$ cat config.mk
export PLATFORM = sky130hd
export DESIGN_NAME = alu_divider_seq
export DESIGN_NICKNAME = d
export VERILOG_FILES = /design/src/rtl/alu_div_pkg.sv /design/src/rtl/div_step.sv /design/src/rtl/alu_divider_seq.sv
export SDC_FILE = /design/constraint.sdc
export NUM_CORES = 1
export LEC_CHECK = 0
export BUFFER_PORTS_ARGS = -buffer_cell sky130_fd_sc_hd__buf_2
export CAP_MARGIN = 10
export CORE_MARGIN = 1.5
export CORE_UTILIZATION = 53
export CTS_CLUSTER_DIAMETER = 50
export DETAILED_ROUTE_END_ITERATION = 10
export GPL_TIMING_DRIVEN = 0
export PLACE_DENSITY_LB_ADDON = 0.05
export SETUP_SLACK_MARGIN = 0.1
export SLEW_MARGIN = 20
export SYNTH_ARGS = -nofsm -noshare
export SYNTH_HDL_FRONTEND = slang
export SYNTH_SLANG_ARGS = --single-unit
$ cat constraint.sdc
create_clock -name clk -period 3.75 [get_ports clk]
set_input_delay 0.75 -clock clk [delete_from_list [all_inputs] [get_ports clk]]
set_output_delay 0.75 -clock clk [all_outputs]
set_load 0.05 [all_outputs]
$ cat src/rtl/alu_div_pkg.sv
// Shared definitions for the sequential restoring divider: state encoding and default width.
package alu_div_pkg;

    localparam logic [1:0] ST_IDLE = 2'd0;
    localparam logic [1:0] ST_RUN  = 2'd1;
    localparam logic [1:0] ST_DONE = 2'd2;

    localparam int unsigned DIV_WIDTH_DEFAULT = 8;

    typedef enum logic [1:0] {
        StIdle = ST_IDLE,
        StRun  = ST_RUN,
        StDone = ST_DONE
    } div_state_e;

endpackage

$ cat src/rtl/div_step.sv
// One restoring-division step: shift in the next dividend bit, trial-subtract the divisor,
// keep the difference when it does not borrow.
module div_step #(
    parameter int unsigned WIDTH = 8
) (
    input  logic [WIDTH-1:0] rem_i,
    input  logic             dq_msb_i,
    input  logic [WIDTH-1:0] d_i,
    output logic [WIDTH-1:0] next_rem_o,
    output logic             q_bit_o
);

    logic [WIDTH:0] shifted;
    logic [WIDTH:0] trial;

    always_comb begin
        shifted = {rem_i, dq_msb_i};
        // Subtract as add of the inverted divisor with carry-in, like the arithmetic unit.
        trial   = shifted + {1'b1, ~d_i} + {{WIDTH{1'b0}}, 1'b1};
        q_bit_o = ~trial[WIDTH];
        // The running remainder stays below the divisor, so its top bit is always zero.
        next_rem_o = q_bit_o ? trial[WIDTH-1:0] : shifted[WIDTH-1:0];
    end

endmodule

$ cat src/rtl/alu_divider_seq.sv
// Sequential unsigned restoring divider, one quotient bit per clock, valid/ready on both sides.
module alu_divider_seq
    import alu_div_pkg::*;
#(
    parameter int unsigned WIDTH = DIV_WIDTH_DEFAULT
) (
    input  logic             clk,
    input  logic             rst_n,
    input  logic             in_valid,
    output logic             in_ready,
    input  logic [WIDTH-1:0] A,
    input  logic [WIDTH-1:0] B,
    output logic             out_valid,
    input  logic             out_ready,
    output logic [WIDTH-1:0] Q,
    output logic [WIDTH-1:0] R,
    output logic             DivZero
);

    localparam int unsigned CntW = $clog2(WIDTH);

    div_state_e       state_q, state_d;
    logic [WIDTH-1:0] rem_q, rem_d;
    logic [WIDTH-1:0] dq_q, dq_d;
    logic [WIDTH-1:0] d_q, d_d;
    logic [CntW-1:0]  cnt_q, cnt_d;
    logic [WIDTH-1:0] q_q, q_d;
    logic [WIDTH-1:0] r_q, r_d;
    logic             dz_q, dz_d;

    logic [WIDTH-1:0] step_rem;
    logic             step_q;

    div_step #(
        .WIDTH (WIDTH)
    ) u_div_step (
        .rem_i      (rem_q),
        .dq_msb_i   (dq_q[WIDTH-1]),
        .d_i        (d_q),
        .next_rem_o (step_rem),
        .q_bit_o    (step_q)
    );

    always_comb begin
        state_d   = state_q;
        rem_d     = rem_q;
        dq_d      = dq_q;
        d_d       = d_q;
        cnt_d     = cnt_q;
        q_d       = q_q;
        r_d       = r_q;
        dz_d      = dz_q;
        in_ready  = (state_q == StIdle);
        out_valid = (state_q == StDone);

        case (state_q)
            StIdle: begin
                if (in_valid) begin
                    if (B == '0) begin
                        q_d     = '1;
                        r_d     = A;
                        dz_d    = 1'b1;
                        state_d = StDone;
                    end else begin
                        rem_d   = '0;
                        dq_d    = A;
                        d_d     = B;
                        cnt_d   = CntW'(WIDTH - 1);
                        state_d = StRun;
                    end
                end
            end
            StRun: begin
                rem_d = step_rem;
                dq_d  = {dq_q[WIDTH-2:0], step_q};
                cnt_d = cnt_q - 1'b1;
                if (cnt_q == '0) begin
                    // Result registers load on the final step so outputs only move on DONE entry.
                    q_d     = {dq_q[WIDTH-2:0], step_q};
                    r_d     = step_rem;
                    dz_d    = 1'b0;
                    state_d = StDone;
                end
            end
            StDone: begin
                if (out_ready) begin
                    state_d = StIdle;
                end
            end
            default: state_d = StIdle;
        endcase
    end

    always_ff @(posedge clk) begin
        if (!rst_n) begin
            state_q <= StIdle;
            rem_q   <= '0;
            dq_q    <= '0;
            d_q     <= '0;
            cnt_q   <= '0;
            q_q     <= '0;
            r_q     <= '0;
            dz_q    <= 1'b0;
        end else begin
            state_q <= state_d;
            rem_q   <= rem_d;
            dq_q    <= dq_d;
            d_q     <= d_d;
            cnt_q   <= cnt_d;
            q_q     <= q_d;
            r_q     <= r_d;
            dz_q    <= dz_d;
        end
    end

    assign Q       = q_q;
    assign R       = r_q;
    assign DivZero = dz_q;

endmodule
==> results.py <==
metrics = {
    "min_path": {
        "hold_path.class": "flip-flop to flip-flop",
        "holdPathStages": 2,
    },
    "floorplan": {
        "dieArea_um2": 5020,
        "die_h_um": 70.8,
        "rows": 24,
        "io_pins": 39,
        "start_util_pct": 55.6,
        "die_x_um": 70.8,
        "core_um2": 4380,
    },
    "synthesis": {
        "synth_seq_area_share_pct": 37.8,
        "syn-instance-count": 279,
        "syn-cell-area_um2": 2440,
        "synth_edf_count": 0,
        "synth_area_leaders": "dfxtp_1 (38%), ha_1 (5.1%), nand2_1 (4.5%), a21oi_1 (4.1%), nor2_1 (3.8%)",
        "yosysTopAreaCell": "dfxtp_1",
        "synthArstFlopShare_pct": 0,
        "yosys_most_used_dff": "dfxtp_1",
        "synth_top_cell_area_share_pct": 37.8,
        "synth_nets": 310,
        "yosys_warnings": 0,
        "yosysUniqueCellTypes": 50,
        "ys_ff_latch": 46,
        "avgSynthCellArea_um2": 8.74,
    },
    "route": {
        "via_per_inst": 6.03,
        "antenna_left": 0,
        "first_pass_iters": 5,
        "detail_route.wl_per_cell_um": 15.9,
        "wl_mm": 6.00,
        "vias": 2275,
        "drc_errors": 0,
        "drt_iter0_drc": 220,
    },
    "finish": {
        "final_cell_mix": "dfxtp_1 (46), buf_2 (40), nand2_1 (29)",
        "syn_to_final_growth_pct": 14.3,
        "drive_above_1_share_pct": 21.5,
        "layout_commonest_cell": "dfxtp_1",
        "num_antenna_cells": 0,
        "nets": 355,
        "final_util_pct": 63.6,
        "num-fill-cells": 386,
    },
    "worst_setup_path": {
        "slowest_stage": "fa_1",
        "worst-path-buf-inv": 3,
        "cp.depth": 11,
        "max_stage_delay_ns": 0.44,
        "end_kind": "flip-flop",
        "cpMostUsedCell": "inv_1",
        "required_ns": 3.93,
        "r2r_cells": 11,
        "cpLargestDelayFamily": "adder cells",
        "path_cells": "inv_1 > ha_1 > inv_1 > fa_1 > a211oi_4 > nor3_2 > mux2_4 > nand2_2 > buf_6 > mux2i_1 > o2bb2ai_1",
        "arrival_ns": 2.74,
        "critical_path_class": "flip-flop to flip-flop",
        "start_kind": "flip-flop",
        "crit_path_max_fanout": 10,
    },
    "timing": {
        "whs_ns": 0.454,
        "hold_violations": 0,
        "fmax_mhz": 391,
        "final.setup.tns_ns": 0,
        "tightest_slew_ns": 0.610,
        "setup_violations": 0,
        "period_needed_ns": 2.56,
        "setup_slack_ns": 1.19,
        "relSlewSlack_pct": 59.2,
        "maxSlewViolCount": 0,
        "rsz0062_at_grt": "false",
        "min_period_over_period_pct": 68.3,
        "worst_clock_skew_ns": 0.0136,
    },
    "pwr": {
        "switching_share_pct": 39.2,
        "p_per_area_nw_per_um2": 525,
        "switchingPower_mw": 0.573,
        "peakVddDrop_mv": 0.240,
        "power.share.clock_pct": 22.0,
        "power_frac_seq_pct": 38.6,
        "combPwrFrac_pct": 39.4,
        "leakagePower_nw": 1.17,
        "power.internal_mw": 0.890,
    },
    "placed_design": {
        "pre_cts_ws_ns": 1.22,
        "port_buffers": 38,
        "hpwl_mm": 4.48,
        "gp_congestion": 0.853,
    },
    "clocking": {
        "cts.path.max_buffers": 2,
        "clock_sinks": 46,
        "cts-resized-gates": 0,
        "cts_tree": "built",
        "clk-insertion-delay-late_ns": 0.31,
        "numCtsBuffers": 5,
        "post_cts_buffers": 0,
        "path_clk_slew_ns": 0.09,
        "cts_hold_buf": 0,
        "root_buffer": "clkbuf_8",
        "htree_levels": 2,
    },
    "run": {
        "cap_viol_max_count": 0,
    },
    "status": {
        "outcome": "finished, final reports clean",
    },
    "global_route": {
        "grt_overflow": 0,
        "grt_pass1_wl_mm": 9.74,
        "antenna_found_initial": 0,
        "grt_pass1_vias": 1955,
        "grt_max_degree": 17,
        "grt_usage_pct": 24.6,
    },
}
[state kept, by name (all words and copies together) (netlist names)]
signal / count
cnt_q: 3
state_q: 2
DivZero: 1
d_q: 8
Q: 8
dq_q: 8
rem_q: 8
R: 8
[metal layers]
| metal | track usage [%] | wire (um) |
|---|---|---|
| met5 | 0 | 0 |
| met4 | 7.97 | 88 |
| met3 | 4.42 | 301 |
| met2 | 36.9 | 2600 |
| met1 | 36.2 | 3010 |
[path summary, 6_finish.rpt]
check                 from  endpoint  slack (ns)
setup reg to reg   dq_q[7]  rem_q[4]        1.19
hold / removal    cnt_q[0]  cnt_q[0]        0.45
setup / recovery   dq_q[7]  rem_q[4]        1.19
hold reg to reg   cnt_q[0]  cnt_q[0]        0.45
[worst reg2reg max path, stage by stage, from the launching register on]
cell	delay, ns
dfxtp_1	0.36
inv_1	0.06
ha_1	0.16
inv_1	0.06
fa_1	0.44
a211oi_4	0.28
nor3_2	0.09
mux2_4	0.33
nand2_2	0.17
buf_6	0.19
mux2i_1	0.20
o2bb2ai_1	0.10
[final cells by class]
type,count,area [um2],area share (%)
multi-input cells,202,1380,49.4
flip-flops and latches,46,921,33.0
repair buffers,38,190,6.83
plain buffers,15,81.3,2.92
clock buffers,5,68.8,2.47
well taps,52,65.1,2.33
inverters,16,60.1,2.16
clock inverters,3,23.8,0.853
[through the flow]
step / total power, mW / std cells / cell area (um2)
floorplan: 1.01 / 279 / 2440
global placement: 1.14 / 369 / 2690
detailed placement: 1.15 / 369 / 2690
CTS: 1.46 / 377 / 2790
global route: 1.54 / 377 / 2790
finish: 1.46 / 377 / 2790
[power by group through the flow]
stage / registers (mW) / logic [mW] / clock network (mW)
detailed placement: 0.575 / 0.571 / 0
CTS: 0.564 / 0.573 / 0.328
global route: 0.570 / 0.624 / 0.347
floorplan: 0.626 / 0.388 / 0
finish: 0.564 / 0.576 / 0.322
global placement: 0.573 / 0.564 / 0
[synthesized netlist by cell type (all sizes together) (3+ instances only)]
master,count
a21oi,20
a222oi,7
buf,6
clkbuf,9
dfxtp,46
ha,10
inv,16
mux2i,7
nand2,30
nand3,7
nand4,9
nor2,25
nor2b,3
nor3,4
o211ai,4
o21a,8
o21ai,14
o221a,7
o2bb2ai,8
xnor2,3
[cells by family (layout without fill, tap and decap cells)]
| family | after synthesis | count (layout) | synth area share [%] |
|---|---|---|---|
| DFF | 46 | 46 | 37.8 |
| xor gates and xnor gates | 5 | 5 | 1.80 |
| adders and majority gates | 11 | 11 | 5.95 |
| and+or+nand+nor | 93 | 93 | 19.1 |
| buffers and inverters | 31 | 77 | 5.80 |
| AOI/OAI and AO/OA | 84 | 84 | 25.4 |
| muxes | 9 | 9 | 4.10 |
Power figures use the tool's default switching activity.
